$ cat src/rtl/cla_pkg.sv
// Shared definitions for the shared-adder arbiter: default sizes, FSM state
// type and the operand-bus packing helper.
package cla_pkg;

    localparam int unsigned CLA_N_DEF = 32;
    localparam int unsigned NREQ_DEF  = 4;

    typedef enum logic [1:0] {
        ST_IDLE = 2'd0,
        ST_ADD  = 2'd1,
        ST_HOLD = 2'd2
    } state_t;

    // Base bit of requester idx inside a flattened bus of w-bit fields.
    function automatic int unsigned req_pack(input int unsigned idx, input int unsigned w);
        return idx * w;
    endfunction

endpackage

$ cat src/rtl/cla_share_arb_cla_n.sv
// N-bit adder built from generate/propagate terms; PHI high parks the
// outputs at zero (precharge phase), PHI low evaluates.
module CLA_N #(
    parameter int unsigned N = 32
) (
    input  logic [N-1:0] A,
    input  logic [N-1:0] B,
    input  logic         CIN,
    input  logic         PHI,
    output logic [N-1:0] SUM,
    output logic         COUT
);

    logic [N-1:0] g;
    logic [N-1:0] p;
    logic [N:0]   c;

    always_comb begin
        g    = A & B;
        p    = A ^ B;
        c    = '0;
        c[0] = CIN;
        for (int unsigned i = 0; i < N; i++) begin
            c[i+1] = g[i] | (p[i] & c[i]);
        end
        SUM  = PHI ? '0 : (p ^ c[N-1:0]);
        COUT = PHI ? 1'b0 : c[N];
    end

endmodule

$ cat src/rtl/cla_share_arb_rr_arb.sv
// Combinational round-robin picker: first asserted request at or after ptr,
// wrapping modulo NREQ.
module rr_arb
    import cla_pkg::*;
#(
    parameter int unsigned NREQ = NREQ_DEF,
    parameter int unsigned ID_W = $clog2(NREQ)
) (
    input  logic [NREQ-1:0] req,
    input  logic [ID_W-1:0] ptr,
    output logic [NREQ-1:0] gnt,
    output logic [ID_W-1:0] gnt_id,
    output logic            any
);

    int unsigned idx;

    always_comb begin
        gnt    = '0;
        gnt_id = '0;
        any    = 1'b0;
        idx    = 0;
        for (int unsigned k = 0; k < NREQ; k++) begin
            idx = (32'(ptr) + k) % NREQ;
            if (!any && req[idx]) begin
                any      = 1'b1;
                gnt[idx] = 1'b1;
                gnt_id   = ID_W'(idx);
            end
        end
    end

endmodule

$ cat src/rtl/cla_share_arb.sv
// Shares one CLA_N adder among NREQ requesters: round-robin grant, one-cycle
// registered add, then a held response tagged with the requester ID.
module cla_share_arb
    import cla_pkg::*;
#(
    parameter int unsigned N    = CLA_N_DEF,
    parameter int unsigned NREQ = NREQ_DEF,
    parameter int unsigned ID_W = $clog2(NREQ)
) (
    input  logic              clk,
    input  logic              rst_n,
    input  logic [NREQ-1:0]   req_valid,
    output logic [NREQ-1:0]   req_ready,
    input  logic [NREQ*N-1:0] req_opa,
    input  logic [NREQ*N-1:0] req_opb,
    input  logic [NREQ-1:0]   req_cin,
    output logic              rsp_valid,
    input  logic              rsp_ready,
    output logic [ID_W-1:0]   rsp_id,
    output logic [N-1:0]      rsp_sum,
    output logic              rsp_cout
);

    state_t          state;
    state_t          state_nxt;
    logic [ID_W-1:0] ptr;
    logic [NREQ-1:0] gnt;
    logic [ID_W-1:0] gnt_id;
    logic            any;
    logic            grant_ok;
    logic            take;
    logic [N-1:0]    op_a;
    logic [N-1:0]    op_b;
    logic            op_cin;
    logic [ID_W-1:0] op_id;
    logic [N-1:0]    add_sum;
    logic            add_cout;

    rr_arb #(.NREQ(NREQ), .ID_W(ID_W)) u_arb (
        .req    (req_valid),
        .ptr    (ptr),
        .gnt    (gnt),
        .gnt_id (gnt_id),
        .any    (any)
    );

    CLA_N #(.N(N)) u_cla (
        .A    (op_a),
        .B    (op_b),
        .CIN  (op_cin),
        .PHI  (1'b0),
        .SUM  (add_sum),
        .COUT (add_cout)
    );

    // A grant is possible from IDLE, or from HOLD in the cycle the response is taken.
    always_comb begin
        state_nxt = state;
        grant_ok  = 1'b0;
        case (state)
            ST_IDLE: begin
                grant_ok = 1'b1;
                if (any) state_nxt = ST_ADD;
            end
            ST_ADD:  state_nxt = ST_HOLD;
            ST_HOLD: begin
                if (rsp_ready) begin
                    grant_ok  = 1'b1;
                    state_nxt = any ? ST_ADD : ST_IDLE;
                end
            end
            default: state_nxt = ST_IDLE;
        endcase
        take      = grant_ok && any && rst_n;
        req_ready = take ? gnt : '0;
    end

    always_ff @(posedge clk) begin
        if (!rst_n) state <= ST_IDLE;
        else        state <= state_nxt;
    end

    always_ff @(posedge clk) begin
        if (!rst_n) begin
            ptr       <= '0;
            op_a      <= '0;
            op_b      <= '0;
            op_cin    <= 1'b0;
            op_id     <= '0;
            rsp_valid <= 1'b0;
            rsp_id    <= '0;
            rsp_sum   <= '0;
            rsp_cout  <= 1'b0;
        end else begin
            if (take) begin
                op_a   <= req_opa[req_pack(32'(gnt_id), N) +: N];
                op_b   <= req_opb[req_pack(32'(gnt_id), N) +: N];
                op_cin <= req_cin[gnt_id];
                op_id  <= gnt_id;
                ptr    <= (gnt_id == ID_W'(NREQ - 1)) ? '0 : gnt_id + 1'b1;
            end
            if (state == ST_ADD) begin
                rsp_valid <= 1'b1;
                rsp_sum   <= add_sum;
                rsp_cout  <= add_cout;
                rsp_id    <= op_id;
            end else if (state == ST_HOLD && rsp_ready) begin
                rsp_valid <= 1'b0;
            end
        end
    end

endmodule

$ cat config.mk
export PLATFORM = sky130hd
export DESIGN_NAME = cla_share_arb
export DESIGN_NICKNAME = d
export VERILOG_FILES = /design/src/rtl/cla_pkg.sv /design/src/rtl/cla_share_arb_cla_n.sv /design/src/rtl/cla_share_arb_rr_arb.sv /design/src/rtl/cla_share_arb.sv
export SDC_FILE = /design/constraint.sdc
export NUM_CORES = 1
export LEC_CHECK = 0
export ABC_AREA = 1
export BUFFER_PORTS_ARGS = -buffer_cell sky130_fd_sc_hd__buf_4
export CORE_MARGIN = 2
export CORE_UTILIZATION = 45
export CTS_BUF_LIST = sky130_fd_sc_hd__clkbuf_8
export DETAILED_ROUTE_END_ITERATION = 8
export PLACE_DENSITY = 0.83
export REMOVE_ABC_BUFFERS = 1
export SYNTH_ARGS = -nofsm -noshare
export SYNTH_HDL_FRONTEND = slang
export SYNTH_SLANG_ARGS = --single-unit
export TNS_END_PERCENT = 1
$ cat constraint.sdc
create_clock -name clk -period 13.4 [get_ports clk]
set_clock_uncertainty 0.05 [all_clocks]
set_input_delay 2.68 -clock clk [delete_from_list [all_inputs] [get_ports clk]]
set_output_delay 2.68 -clock clk [all_outputs]
set_load 0.02 [all_outputs]
### Word-level counts from Yosys, hierarchy flattened

Cells that the tools add are included.

* register bits after elaboration: 107
* output and inout bits: 40
* word-level logic and storage cells: 156

* bitwise gates (word level): 70
* mux-type cells: 40
* $add $sub $neg: 4
* reductions and logical operators: 16
* magnitude comparators: 9
* shift operators: 2
* equal/unequal tests: 5

Operators with widths (count)
* variable part select 128 x 8 -> 32 bit: 2
* bitwise XOR 32 bit: 2
* bitwise AND 1 bit: 32
* bitwise AND 32 bit: 1
* bitwise OR 1 bit: 32
* two-way mux 4 bit: 5
* two-way mux 1 bit: 17
* < comparator 2 x 3 -> 1 bit (second input constant): 5
* two-way mux 2 bit: 7
* bitwise OR 4 bit: 3
* binary-select mux 1 bit (select 2 bit): 5
* logical AND 1 bit: 10
* demux 1 bit (select 2 bit): 4
* >= comparator 2 x 1 -> 1 bit (second input constant): 4
* case mux 2 bit (3 select lines): 1
* adder 2 x 1 -> 2 bit (second input constant): 2
* adder 2 bit (second input constant): 2
* == test 2 bit (second input constant): 2
* != test 2 bit (second input constant): 2
* zero test 1 bit: 3
* == test 2 x 1 -> 1 bit (second input constant): 1
* zero test 2 bit: 1
* case mux 1 bit (2 select lines): 1
* AND reduction 2 bit: 1
* nonzero test 2 bit: 1

### Depth between registers and ports, before layout

* word-level depth: 65
* mapped depth: 36
* gate-level depth less buffers: 36

### Modules after synthesis

Synthesis repeated with hierarchy kept, for this count alone.

* cells, all modules: 1576
* area total of the unflattened synthesis: 8842.2 um^2

By module, submodules not included
* cla_share_arb: cells each 1369, area each 7200.7 um^2, instances 1
* CLA_N: cells each 133, area each 1201.2 um^2, instances 1
* rr_arb: cells each 74, area each 440.4 um^2, instances 1

### Worst setup path after synthesis

Ideal clock, no wire load.

* path type: register -> register
* start: register op_a[0]
* end: register rsp_sum[31]
* path slack: 800 ps
* clock period less this slack: 12600 ps
* required time: 13280 ps
* data arrival time: 12481 ps
* buffers on the path: 0
* setup time: 70 ps
* cell stages (with the launch flop): 37
* cells stage by stage: dfxtp_1 inv_1 fa_1 inv_1 fa_1 fa_1 fa_1 fa_1 fa_1 fa_1 fa_1 fa_1 fa_1 fa_1 fa_1 fa_1 fa_1 fa_1 fa_1 fa_1 fa_1 fa_1 fa_1 fa_1 fa_1 fa_1 fa_1 fa_1 fa_1 fa_1 fa_1 fa_1 fa_1 fa_1 inv_1 fa_1 a21oi_1

* longest elaborated chain between the ends: 64
* elaborated cells on any way between the ends: 65

Ends and longest elaborated chain
* from (decl): line cla_share_arb.sv:32 `logic [N-1:0] op_a;`
* from (signal assigned): line cla_share_arb.sv:96 `op_a <= req_opa[req_pack(32'(gnt_id), N) +: N];`
* bitwise XOR 32 bit: line cla_share_arb_cla_n.sv:20 `p = A ^ B;`
* bitwise AND 1 bit: line cla_share_arb_cla_n.sv:24 `c[i+1] = g[i] | (p[i] & c[i]);`
* bitwise OR 1 bit (*): line cla_share_arb_cla_n.sv:24
* bitwise AND 1 bit (*): line cla_share_arb_cla_n.sv:24
* bitwise OR 1 bit (*): line cla_share_arb_cla_n.sv:24
* bitwise AND 1 bit (*): line cla_share_arb_cla_n.sv:24
* bitwise OR 1 bit (*): line cla_share_arb_cla_n.sv:24
* bitwise AND 1 bit (*): line cla_share_arb_cla_n.sv:24
* [... 48 more ...]
* bitwise OR 1 bit (*): line cla_share_arb_cla_n.sv:24
* bitwise AND 1 bit (*): line cla_share_arb_cla_n.sv:24
* bitwise OR 1 bit (*): line cla_share_arb_cla_n.sv:24
* bitwise AND 1 bit (*): line cla_share_arb_cla_n.sv:24
* bitwise OR 1 bit (*): line cla_share_arb_cla_n.sv:24
* bitwise AND 1 bit (*): line cla_share_arb_cla_n.sv:24
* bitwise OR 1 bit (*): line cla_share_arb_cla_n.sv:24
* bitwise XOR 32 bit (*): line cla_share_arb_cla_n.sv:26 `SUM = PHI ? '0 : (p ^ c[N-1:0]);`
* to (signal assigned): line cla_share_arb.sv:104 `rsp_sum <= add_sum;`
* to (decl): line cla_share_arb.sv:20 `output logic [N-1:0] rsp_sum,`

Every way passes the cells marked *; elsewhere a longest branch is shown, timed or not.
A chain may end at the register's enable or synchronous reset.

### Final worst setup path

Same ends and word-level chain as after synthesis.

==> metrics.yaml <==
finish:
  most-common-layout-cells: "nand2_1, buf_4, nor2_1"
  final_core_util: 0.612
  diodes: 0
  n_fill_cell: 1515
  drive_gt1_frac: 0.305
  area_delta_synth_final_pct: 34.0
  final_cells: 1565
  finalNetCount: 1651
  layout_commonest_cell: "nand2_1"
logic_synthesis:
  synth_cells: 1090
  ys_ff_latch: 107
  seq_area_frac_synth: 0.297
  synthTopCellsByArea: "dfxtp_1, nand2_1, nor2_1"
  synth.distinct_cells: 30
  synth_top_area_frac: 0.297
  synth_top_area_cell: "dfxtp_1"
  avgSynthCellArea_um2: 6.61
  synth-warning-count: 0
  synth.cell_area_mm2: 0.00720
drt:
  viasPerCell: 4.84
  wirelength_um: 20500
  routedWlPerCell_um: 13.1
  drcViolationCount: 0
  vias: 7581
  drt_iter0_drc: 315
  drtAntennaViolNets: 0
  firstDrtPassIters: 4
die:
  ios: 307
  die_w_um: 131
  start_util: 0.457
  num_rows: 46
  die_area_mm2: 0.0170
  die_y_um: 131
  core_area_mm2: 0.0158
run:
  max-cap-violations: 0
global_routing:
  antenna_found_initial: 0
  grt_pass1_vias: 7177
  grt_max_degree: 128
  grt_pass1_wl_um: 32500
  gr-total-overflow: 0
  grtUsageTotal: 0.236
clock_tree:
  cts_buffer_depth: 2
  root_buffer: "clkbuf_8"
  post-cts-setup-buffers: 0
  cts_tree: "built"
  clk_pin_slew_worst_paths_ns: 0.10
  ctsResizeCount: 0
  cts_buffers: 9
  clkSinkCount: 107
  clk_latency_ns: 0.36
  holdBufCountCts: 0
  htreeDepth: 3
worst_hold_path:
  min_from: "op_id[1]$_SDFFE_PN0P_"
  hold-path-endpoint: "rsp_id[1]$_SDFFE_PN0P_"
  hold_depth: 2
  hp-class: "flip-flop to flip-flop"
sta:
  fin_crit_sh: 0.965
  worst_slew_pin_slew_ns: 1.19
  hold_violations: 0
  fmax_mhz: 77.3
  rsz0062_at_grt: "false"
  drv_slew: 0
  period_minus_slack_ns: 12.94
  slew_headroom: 0.207
  finalSetupTns_ns: 0
  setup_violations: 0
placed_design:
  port_buffers: 306
  dp_hpwl_um: 14700
  dpl.cell_count: 1549
  place_congestion: 0.844
setup_path:
  cp-startpoint: "op_a[0]$_SDFFE_PN0P_"
  critical_path.endpoint_type: "flip-flop"
  r2r_setup_slack_ns: 0.46
  cp_data_arrival_time_ns: 13.18
  reg2reg_from: "op_a[0]$_SDFFE_PN0P_"
  slowest_delay_ns: 0.42
  worstSetupPathType: "flip-flop to flip-flop"
  reg2reg_depth: 36
  path_max_fanout: 2
  reg2reg_to: "rsp_sum[31]$_SDFFE_PN0P_"
  worstSetupStartpointType: "flip-flop"
  cp.required_ns: 13.64
  path_common_cell: "fa_1"
  slowest_stage: "fa_1"
power_and_ir_drop:
  ir_drop_v: 0.000233
  p_per_area_mw_per_mm2: 234
  p_leak_uw: 0.00507
  finalPower_uw: 2260
run_status:
  status: "complete, no violations"
==> registers in the layout (all words and copies together), names as in the netlist, named ones only <==
| name | count |
|---|---|
| op_a | 32 |
| op_b | 32 |
| rsp_sum | 32 |
| op_id | 2 |
| rsp_id | 2 |
| state | 2 |
| op_cin | 1 |
| ptr | 1 |
| rsp_cout | 1 |
| rsp_valid | 1 |
==> Yosys cell counts, drive strengths merged <==
cell and n:
a211oi 1, a21oi 65, a31oi 5, and2 1, buf 42, clkbuf 23, clkinv 1, dfxtp 107
fa 32, ha 8, inv 36, nand2 431, nand3 23, nand4 2, nor2 195, nor3 60
o21ai 57, o31ai 1
==> critical path, delay by kind of cell (launching register included) <==
kind	cells	cell delay, ns
buffers and inverters	3	0.21
DFF	1	0.31
AOI/OAI and AO/OA	1	0.12
adders and majority gates	32	12.18
==> worst max-delay path by stage <==
stage	endpoint	slack (ns)	cells past startpoint
after global routing	rsp_sum[31]$_SDFFE_PN0P_	0.03	36
after global placement	rsp_sum[31]$_SDFFE_PN0P_	0.25	36
after CTS	rsp_sum[31]$_SDFFE_PN0P_	0.03	36
final	rsp_sum[31]$_SDFFE_PN0P_	0.46	36
after floorplan	rsp_sum[31]$_SDFFE_PN0P_	0.80	36
after detailed placement	rsp_sum[31]$_SDFFE_PN0P_	0.03	36
==> per-stage QoR <==
step | hold WS, ns | setup WS [ns] | area [µm²]
5_1_grt | 0.448 | 0.0315 | 9660
6_report | 0.421 | 0.464 | 9660
2_1_floorplan | 0.379 | 0.796 | 6850
3_3_place_gp | 0.397 | 0.247 | 9440
3_5_place_dp | 0.403 | 0.0341 | 9440
4_1_cts | 0.420 | 0.0275 | 9640
==> layer usage <==
| metal | wire length [µm] | track usage |
|---|---|---|
| met5 | 0 | 0 |
| met4 | 595 | 0.0845 |
| met3 | 1110 | 0.0407 |
| met2 | 10200 | 0.427 |
| met1 | 8590 | 0.283 |
==> cells by family after synthesis <==
logic type                 Yosys count  share of synthesized area
DFF                                107                      0.297
adders and majority gates           40                      0.103
and+or+nand+nor                    712                      0.438
buffers and inverters              102                     0.0698
AOI/OAI and AO/OA                  129                     0.0917
==> area by class of cell <==
class,instances,area (µm²),share of cell area
clock inverters,7,76.3,0.00790
clock buffers,9,124,0.0128
multi-input cells,881,4590,0.475
inverters,37,144,0.0149
flip-flops and latches,107,2140,0.222
repair buffers,308,2310,0.239
well taps,216,270,0.0280
==> report_power, final <==
| part | leakage (µW) | internal (µW) | switching [µW] | total (µW) |
|---|---|---|---|---|
| Clock | 0.000102 | 87.9 | 112 | 200 |
| Sequential | 0.000893 | 466 | 108 | 573 |
| Combinational | 0.00408 | 545 | 945 | 1490 |
| Total | 0.00507 | 1100 | 1170 | 2260 |
No activity file was read; power rests on OpenSTA's default activity.
